## src/rtl/cordic_iter_engine.sv

```systemverilog
// rtl/cordic_iter_engine.sv - iterative CORDIC engine, rotation and vectoring modes
//
// Ports:
//   clk, rst                 clock, asynchronous active-high reset
//   in_valid / in_ready      operand handshake (in_ready high only in IDLE)
//   mode                     0 = rotation, 1 = vectoring, captured with operands
//   x_in, y_in, z_in         start vector and angle, signed Q2.(W-2)
//   out_valid / out_ready    result handshake
//   x_out, y_out, z_out      saturated result, Q2.(W-2), CORDIC gain not removed
//   busy                     high while RUN or DONE
module cordic_iter_engine #(
  parameter int W    = 16,
  parameter int ITER = 16
) (
  input  logic         clk,
  input  logic         rst,
  input  logic         in_valid,
  output logic         in_ready,
  input  logic         mode,
  input  logic [W-1:0] x_in,
  input  logic [W-1:0] y_in,
  input  logic [W-1:0] z_in,
  output logic         out_valid,
  input  logic         out_ready,
  output logic [W-1:0] x_out,
  output logic [W-1:0] y_out,
  output logic [W-1:0] z_out,
  output logic         busy
);

  localparam int WI = W + 2;          // two guard bits keep CORDIC growth from wrapping
  localparam int CW = $clog2(W + 1);  // iteration counter width
  localparam int F  = 56;             // fraction bits used while building the atan table

  typedef enum logic [1:0] {S_IDLE, S_RUN, S_DONE} state_t;

  state_t state, state_nx;

  logic signed [WI-1:0] x_r, y_r, z_r;
  logic signed [WI-1:0] x_nx, y_nx, z_nx;
  logic signed [WI-1:0] xs, ys, atan_cur;
  logic [CW-1:0]        iter;
  logic                 mode_r;
  logic                 d_pos;
  logic                 last;

  // atan(1/n) as a fixed-point power series with F fraction bits
  function automatic longint atan_series(input longint n);
    longint p;
    longint sum;
    p   = (longint'(1) << F) / n;
    sum = 0;
    for (int k = 0; k < 40; k++) begin
      if ((k % 2) == 0) sum = sum + p / longint'(2 * k + 1);
      else              sum = sum - p / longint'(2 * k + 1);
      p = p / (n * n);
    end
    return sum;
  endfunction

  // round(atan(2^-i) * 2^(W-2)); atan(1) via Machin's formula since its series converges slowly
  function automatic logic signed [WI-1:0] atan_entry(input int i);
    longint v;
    if (i == 0) v = 4 * atan_series(5) - atan_series(239);
    else        v = atan_series(longint'(1) << i);
    v = (v + (longint'(1) << (F - W + 1))) >>> (F - W + 2);
    return v[WI-1:0];
  endfunction

  function automatic logic [W-1:0] sat(input logic signed [WI-1:0] v);
    logic [2:0] top;
    top = v[WI-1:W-1];
    if ((&top) || !(|top)) return v[W-1:0];
    else if (v[WI-1])      return {1'b1, {(W-1){1'b0}}};
    else                   return {1'b0, {(W-1){1'b1}}};
  endfunction

  logic signed [WI-1:0] atan_tab [ITER];

  for (genvar g = 0; g < ITER; g++) begin : g_atan
    localparam logic signed [WI-1:0] ATAN_G = atan_entry(g);
    assign atan_tab[g] = ATAN_G;
  end

  // counter-indexed table read written as a compare mux so the index width stays free
  always_comb begin
    atan_cur = '0;
    for (int k = 0; k < ITER; k++) begin
      if (iter == CW'(k)) atan_cur = atan_tab[k];
    end
  end

  always_comb begin
    xs    = x_r >>> iter;
    ys    = y_r >>> iter;
    d_pos = mode_r ? y_r[WI-1] : ~z_r[WI-1];
    if (d_pos) begin
      x_nx = x_r - ys;
      y_nx = y_r + xs;
      z_nx = z_r - atan_cur;
    end else begin
      x_nx = x_r + ys;
      y_nx = y_r - xs;
      z_nx = z_r + atan_cur;
    end
  end

  assign last = (iter == CW'(ITER - 1));

  always_ff @(posedge clk or posedge rst) begin
    if (rst) state <= S_IDLE;
    else     state <= state_nx;
  end

  always_comb begin
    state_nx  = state;
    in_ready  = 1'b0;
    out_valid = 1'b0;
    busy      = 1'b0;
    case (state)
      S_IDLE: begin
        in_ready = 1'b1;
        if (in_valid) state_nx = S_RUN;
      end
      S_RUN: begin
        busy = 1'b1;
        if (last) state_nx = S_DONE;
      end
      S_DONE: begin
        busy      = 1'b1;
        out_valid = 1'b1;
        if (out_ready) state_nx = S_IDLE;
      end
      default: state_nx = S_IDLE;
    endcase
  end

  always_ff @(posedge clk or posedge rst) begin
    if (rst) begin
      x_r    <= '0;
      y_r    <= '0;
      z_r    <= '0;
      iter   <= '0;
      mode_r <= 1'b0;
      x_out  <= '0;
      y_out  <= '0;
      z_out  <= '0;
    end else begin
      if (state == S_IDLE && in_valid) begin
        x_r    <= {{2{x_in[W-1]}}, x_in};
        y_r    <= {{2{y_in[W-1]}}, y_in};
        z_r    <= {{2{z_in[W-1]}}, z_in};
        mode_r <= mode;
        iter   <= '0;
      end else if (state == S_RUN) begin
        x_r  <= x_nx;
        y_r  <= y_nx;
        z_r  <= z_nx;
        iter <= iter + CW'(1);
        // outputs move only on the edge that enters DONE
        if (last) begin
          x_out <= sat(x_nx);
          y_out <= sat(y_nx);
          z_out <= sat(z_nx);
        end
      end
    end
  end

endmodule

```

## config.mk

```make
export PLATFORM = sky130hd
export DESIGN_NAME = cordic_iter_engine
export DESIGN_NICKNAME = d
export VERILOG_FILES = /design/src/rtl/cordic_iter_engine.sv
export SDC_FILE = /design/constraint.sdc
export NUM_CORES = 1
export LEC_CHECK = 0
export BUFFER_PORTS_ARGS = -buffer_cell sky130_fd_sc_hd__buf_2
export CAP_MARGIN = 5
export CORE_MARGIN = 2
export CORE_UTILIZATION = 30
export CTS_CLUSTER_DIAMETER = 100
export CTS_CLUSTER_SIZE = 28
export DETAILED_ROUTE_END_ITERATION = 10
export GPL_ROUTABILITY_DRIVEN = 1
export PLACE_DENSITY = 0.51
export SLEW_MARGIN = 0
export SYNTH_ARGS = -nofsm -noshare
export SYNTH_HDL_FRONTEND = slang
export SYNTH_SLANG_ARGS = --single-unit
```

## constraint.sdc

```tcl
create_clock -name clk -period 11.64 [get_ports clk]
set_clock_uncertainty 0.15 [all_clocks]
set_input_delay 1.164 -clock clk [delete_from_list [all_inputs] [get_ports clk]]
set_output_delay 1.164 -clock clk [all_outputs]
set_load 0.01 [all_outputs]
```

---- After elaboration in Yosys (flattened, before gate mapping) ----
Cells that the tools add are included.
cells by class
  eq/ne operators ......................... 20
  $add $sub $neg .......................... 7
  mux-type cells .......................... 41
  reductions and logical operators ........ 19
  bitwise operators ....................... 2
  shifts and indexed selects .............. 2
operators with widths
  kind                                                                    number
  18-bit 2-to-1 mux                                                       24
  16-bit 2-to-1 mux                                                       6
  18-bit adder                                                            3
  18-bit subtractor                                                       3
  5-bit by 4-bit equality test with 1-bit output (second input constant)  8
  18-bit by 5-bit >>> shifter with 18-bit output                          2
  5-bit by 3-bit equality test with 1-bit output (second input constant)  4
  3-bit AND reduction                                                     5
  14-bit 2-to-1 mux                                                       1
  5-bit by 2-bit equality test with 1-bit output (second input constant)  2
  5-bit 2-to-1 mux                                                        2
  3-bit OR reduction                                                      3
  2-bit 2-to-1 mux                                                        3
  2-bit != test (second input constant)                                   3
  2-bit case mux with 3 select lines                                      1
  5-bit by 1-bit adder with 5-bit output (second input constant)          1
  5-bit by 1-bit equality test with 1-bit output (second input constant)  1
  5-bit logical NOT                                                       1
  1-bit 2-to-1 mux                                                        4
  1-bit logical NOT                                                       3
  1-bit logical OR                                                        3
  2-bit by 1-bit equality test with 1-bit output (second input constant)  1
  2-bit equality test (second input constant)                             1
  2-bit logical NOT                                                       1
  other kinds (4)                                                         5
storage, ports and cells
  flip-flop bits (word level) ............. 110
  output and inout port bits .............. 51
  bits of input ports ..................... 53
  logic and storage cells ................. 100

---- Depth between registers and ports, before layout ----
Gate-level depths: netlist of the first run.
  depth in word-level cells ............... 23
  depth in mapped cells ................... 26
  mapped depth without buffers ............ 21

---- Worst setup path before layout of the first run ----
No wires, ideal clock.
  path kind ............................... reg-to-reg
  from .................................... register iter[0]
  to ...................................... register z_out[10]
  stages on the path, launching flop included .. 24
  data required time ...................... 11.395 ns
  arrival ................................. 5.527 ns
  path slack .............................. 5.867 ns
  library setup time ...................... 0.095 ns
  buffers on the path ..................... 4
  clock period less this slack ............ 5.773 ns
  cells stage by stage .................... dfrtp_1 buf_6 inv_1 buf_1 ha_1 or4b_1 nor2_1 o311ai_0 ha_1 nand2_1 o21a_1 inv_1 fa_1 nor2b_1 o31ai_1 a211oi_1 o221ai_1 o21ai_0 a31oi_1 xnor2_1 clkbuf_1 clkbuf_1 a21oi_1 o31ai_1
between the ends
  longest elaborated chain between the ends .. 23
  elaborated cells on any way between the ends .. 42
  those cells by class .................... add/sub (2); eq/ne (15); mux (19); reduce/logical (6)
ends and longest elaborated chain
  item                                               line      source
  start: declaration                                 42        logic [CW-1:0] iter;
  start signal: assignment                           159       iter <= iter + CW'(1);
  5-bit logical NOT                                  89        if (iter == CW'(k)) atan_cur = atan_tab[k];
  14-bit 2-to-1 mux                                  89
  18-bit 2-to-1 mux (15 in a row)                    89
  18-bit adder or 18-bit subtractor (tied branches)  104, 100
  18-bit 2-to-1 mux                                  97        if (d_pos) begin
  3-bit OR reduction                                 73        if ((&top) || !(|top)) return v[W-1:0];
  1-bit logical NOT                                  73
  1-bit logical OR                                   73
  16-bit 2-to-1 mux                                  73
  end signal: assignment                             164       z_out <= sat(z_nx);
  end: declaration                                   27        output logic [W-1:0] z_out,
Several ways; a longest one is shown, not always the timed one.
A chain may end at the register's enable or synchronous reset.

---- Worst setup path after layout of the first run ----
  from .................................... register iter[0]
  to ...................................... register x_out[0]
between the ends
  longest elaborated chain between the ends .. 7
  elaborated cells on any way between the ends .. 12
  those cells by class .................... add/sub (2); eq/ne (1); shift (1); mux (3); reduce/logical (5)
ends and longest elaborated chain
  item                                               line     source
  18-bit by 5-bit >>> shifter with 18-bit output     95       ys = y_r >>> iter;
  18-bit adder or 18-bit subtractor (tied branches)  102, 98
  18-bit 2-to-1 mux                                  97
  3-bit OR reduction                                 73
  1-bit logical NOT                                  73
  1-bit logical OR                                   73
  16-bit 2-to-1 mux                                  73
  end signal: assignment                             162      x_out <= sat(x_nx);
  end: declaration                                   25       output logic [W-1:0] x_out,
Several ways; a longest one is shown, not always the timed one.

==> results.cfg, run 1 <==
[global_route]
grt_pass1_vias = 9806
grt_util_met2_pct = 26.9
grt-busiest-layer = met1
grt_pass1_wl_um = 55600
grt.overflow.total = 0
use_met1_pct = 27.0
grt_max_degree = 68
grtUsageMet3_pct = 2.56
antenna_found_initial = 0
grt_usage_pct = 17.9

[die]
start_util_pct = 30.6
dieWidth_um = 197
die_area_mm2 = 0.0390
die_h_um = 197
io_pins = 104
num_rows = 70
fp.coreArea_mm2 = 0.0367

[critical_path]
r2r-end = x_out[0]
reg2regPathDepth = 19
end_kind = register
ff2ff_setup_slack_ns = 4.39
cp.arrival_ns = 7.36
worstPathRequired_ns = 11.75
critPathKind = reg2reg
worstPathMaxFanout = 47
r2r_start = iter[0]
start_kind = register

[layout]
drive_gt1_share_pct = 16.3
final_nets = 1505
fin_cells = 1858
area_delta_synth_final_pct = 9.98
seq_area_mm2 = 0.00276
final_common_cell = nand2_1
multi_input_area_mm2 = 0.00795
fillers = 3885
mostFrequentLayoutCells = nand2_1 (161), a21oi_1 (119), nor2_1 (109)
diodes = 0

[synth]
netlist.area_leader.share_pct = 24.5
postSynthAreaPerCell_um2 = 8.37
synthTopCellsByArea = dfrtp_1 (25%), ha_1 (7.0%), mux4_2 (6.8%)
synth_edf_count = 0
syn_inst = 1341
synth_ff_type = dfrtp_1
syn-num-nets = 1460
async_reset_ff_share_pct = 100
ys_ff_latch = 110
yosysSeqAreaShare_pct = 24.5
ys_warn_count = 0
ys_types = 87
syn-cell-area_mm2 = 0.0112
synth.largest_area_cell = dfrtp_1

[sta]
drv_slew = 0
relSlewSlack_pct = 30.6
whs_ns = 0.327
fmaxAchievable_ghz = 0.138
setup_viol = 0
tightest_slew_ns = 1.02
totalNegativeSetupSlack_ns = 0
grt_setup_unrepaired = no
hold_viol_final = 0
fin_crit_ns = 7.25
fin_crit_sh_pct = 62.3

[status]
status = completed

[worst_hold_path]
worstHoldStart = z_out[13]
whs_endpoint = z_out[13]
hp-class = reg2reg
whs_path_depth = 2

[clock_tree]
cts_setup_buffers = 0
cts_tree = done
htreeDepth = 3
ctsResizeCount = 0
numCtsBuffers = 9
cts_hold_buf = 0
cts_buffer_depth = 2
clk-insertion-delay-late_ns = 0.38
cts-root-buf = clkbuf_16
cts.sinks = 110
clkTransAtPathRegs_ns = 0.09

[detailed_routing]
drt_iter0_drc = 883
routed_wirelength_um = 34800
wl_per_cell_um = 18.7
firstDrtPassIters = 7
detail-route-antenna-nets = 0
viasPerCell = 5.56
vias = 10300
drc = 0

[placed_design]
port_buffers = 103
dp_hpwl_um = 26100
dpl.cell_count = 1843
gp_congestion = 0.927

[job]
maxCapViolations = 0
==> layer usage <==
layer / vias to the layer above / wire, um
li1: 5030 / -
met1: 4960 / 17500
met2: 305 / 15100
met3: 41 / 1780
met4: 0 / 442
met5: - / 0
==> per-stage QoR <==
stage	utilization (%)	area, um2	setup WS, ns
global placement	32.9	12100	4.50
detailed placement	32.9	12100	4.49
CTS	33.6	12300	4.49
finish	33.6	12300	4.39
floorplan	-	11200	5.87
global route	33.6	12300	3.83
==> sequential cells by signal, indices dropped and copies added, names as in the netlist <==
register	flops
mode_r	1
y_r	18
z_out	16
state	2
y_out	16
x_r	18
z_r	18
iter	5
x_out	16
==> final cells by class <==
class | count | share of cell area (%)
multi-input combinational | 1111 | 64.5
sequential | 110 | 22.3
timing repair buffer | 119 | 5.15
tap | 468 | 4.75
clock buffer | 10 | 1.86
inverter | 35 | 1.09
clock inverter | 5 | 0.355
==> worst max-delay path: stages (launching register included) <==
cell	delay, ns
dfrtp_2	0.34
buf_4	0.54
inv_1	0.46
mux4_2	0.61
a2111oi_0	0.93
nor2_1	0.16
and2_1	0.25
a41oi_1	0.25
xnor2_1	0.16
ha_1	0.31
a21oi_1	0.29
nand2_1	0.09
a31oi_1	0.16
o21ai_0	0.22
o311ai_1	0.77
a21oi_1	0.21
xnor3_1	0.47
a211o_1	0.48
nand2b_1	0.17
a21oi_1	0.08
==> cell usage after synthesis (10+ instances only) <==
library cell and n:
nor2_1 109, ha_1 63, and2_1 14, mux2i_1 73, nand2b_1 17, mux2_2 10
xnor2_1 42, nand2_1 161, nor2b_1 13, o31ai_1 19, o221ai_1 14, a31oi_1 26
buf_2 17, a21o_1 17, a21oi_1 119, mux4_2 34, nand3_1 27, a211oi_1 14
or2_2 20, dfrtp_1 110, and3_1 12, nor3_1 26, clkbuf_1 47, o22ai_1 13
o21ai_0 97, inv_1 35, xor2_1 39
==> worst max-delay path by stage <==
stage	startpoint	slack, ns	to	cells past startpoint
6_report	iter[0]	4.39	x_out[0]	19
2_1_floorplan	iter[0]	5.87	z_out[10]	23
4_1_cts	iter[0]	4.49	x_out[0]	19
3_3_place_gp	iter[0]	4.50	x_out[4]	19
5_1_grt	iter[0]	3.83	x_out[4]	19
3_5_place_dp	iter[0]	4.49	x_out[4]	19
==> cells by family (layout without fill, tap and decap cells) <==
logic type,Yosys count,in the layout,synth area share (%)
simple gates,435,435,18.0
compound gates,407,407,23.4
buf+inv,120,169,4.87
mux,118,118,14.5
flops,110,110,24.5
xor+xnor,85,85,7.16
fa+ha+maj,66,66,7.56
Power of run 1 is left out: the tool's default activity adds up to more than one toggle a clock period on the data nets, which glitch-free logic cannot reach.
==> run 2, diff against run 1 <==
clock period = 7.15 ns   (was 11.64 ns; I/O delays follow)
==> results.cfg, run 2 (synthesized netlist as in run 1, its figures left out) <==
[die]
io_pins = 104
dieWidth_um = 197
fp.coreArea_mm2 = 0.0367
die_area_mm2 = 0.0390
start_util_pct = 30.6
die_h_um = 197
num_rows = 70

[critical_path]
crit_end = z_out[8]
r2r_start = iter[1]
worstPathRequired_ns = 7.30
worstPathMaxFanout = 28
crit_start = iter[1]
critPathKind = reg2reg
start_kind = register
cp.arrival_ns = 6.66
reg2regPathDepth = 20
r2r-end = z_out[8]
ff2ff_setup_slack_ns = 0.64
end_kind = register

[sta]
setup_viol = 0
fin_crit_sh_pct = 91.1
grt_setup_unrepaired = no
totalNegativeSetupSlack_ns = 0
relSlewSlack_pct = 28.1
drv_slew = 0
hold_viol_final = 0
fmaxAchievable_ghz = 0.154
tightest_slew_ns = 1.08
fin_crit_ns = 6.51

[layout]
final_common_cell = nand2_1
final_nets = 1519
mostFrequentLayoutCells = nand2_1 (161), a21oi_1 (119), nor2_1 (109)
reg.largest.list = x_r: 18 flops, y_r: 18 flops, z_r: 18 flops
area_delta_synth_final_pct = 11.5
diodes = 0
fillers = 3847
drive_gt1_share_pct = 17.2
final_area_mm2 = 0.0125

[detailed_routing]
firstDrtPassIters = 5
wl_per_cell_um = 19.1
detail-route-antenna-nets = 0
routed_wirelength_um = 35800
drt_iter0_drc = 798
vias = 10400
drc = 0
viasPerCell = 5.57

[placed_design]
dp_hpwl_um = 26800
port_buffers = 103
place_area_mm2 = 0.0122
gp_congestion = 0.935

[worst_hold_path]
hp-class = in2async

[clock_tree]
ctsResizeCount = 0
clkTransAtPathRegs_ns = 0.09
cts_setup_buffers = 0
numCtsBuffers = 9
cts_hold_buf = 0
clk-insertion-delay-late_ns = 0.39
cts.sinks = 110
cts_tree = done
cts_buffer_depth = 2
cts-root-buf = clkbuf_16
htreeDepth = 3

[status]
status = completed

[global_route]
antenna_found_initial = 1
grt_usage_pct = 18.6
grt.overflow.total = 0
grt_pass1_wl_um = 57600
grt_max_degree = 100
grt_pass1_vias = 10100

[job]
maxCapViolations = 0
==> run 2: how the worst min path moves through the flow <==
stage | start | slack, ns | cells past startpoint | end
finish | rst | 0.24 | 2 | x_r[15]
global route | rst | 0.29 | 2 | x_r[15]
CTS | rst | 0.26 | 2 | x_r[15]
detailed placement | y_out[15] | 0.32 | 1 | y_out[15]
global placement | y_out[15] | 0.30 | 1 | y_out[15]
floorplan | mode_r | 0.36 | 2 | mode_r
==> run 2: layout make-up <==
| type | count | area (um2) | area share, % |
|---|---|---|---|
| Sequential cell | 110 | 2760 | 22.0 |
| Inverter | 35 | 134 | 1.07 |
| Tap cell | 468 | 586 | 4.68 |
| Multi-Input combinational cell | 1111 | 7950 | 63.6 |
| Timing Repair Buffer | 133 | 753 | 6.02 |
| Clock buffer | 11 | 253 | 2.02 |
| Clock inverter | 5 | 76.3 | 0.610 |
==> run 2: through the flow <==
stage               setup slack, ns  utilization, %  std cells  hold WS (ns)
CTS                           0.644            34.1       1873         0.261
global route                  0.104            34.1       1873         0.292
finish                        0.636            34.1       1873         0.241
detailed placement            0.675            33.2       1857         0.317
global placement              0.597            33.2       1857         0.305
floorplan                      1.38               -       1341         0.361
==> run 2: worst max-delay path: stages (launching register included) <==
cell	delay, ns
dfrtp_2	0.81
ha_1	0.62
and3_1	0.24
ha_1	0.38
a21oi_1	0.09
o211ai_1	0.17
a21boi_0	0.37
and4_1	0.31
nor2_1	0.07
xor2_1	0.16
ha_1	0.33
o21a_1	0.13
o21ai_0	0.29
a21oi_1	0.16
or3b_2	0.27
a21oi_1	0.10
or3_1	0.40
a21oi_1	0.35
xor2_4	0.61
a21oi_1	0.16
o31ai_1	0.25
==> run 2: metal layers <==
layer,global-route usage (%),vias to the layer above,part of all wire [%]
met2,28.6,329,44
li1,-,5057,-
met1,27.1,5012,49
met4,4.26,2,1.3
met5,0,-,0.036
met3,3.31,33,6.1
Power of run 2 is left out for the same reason.
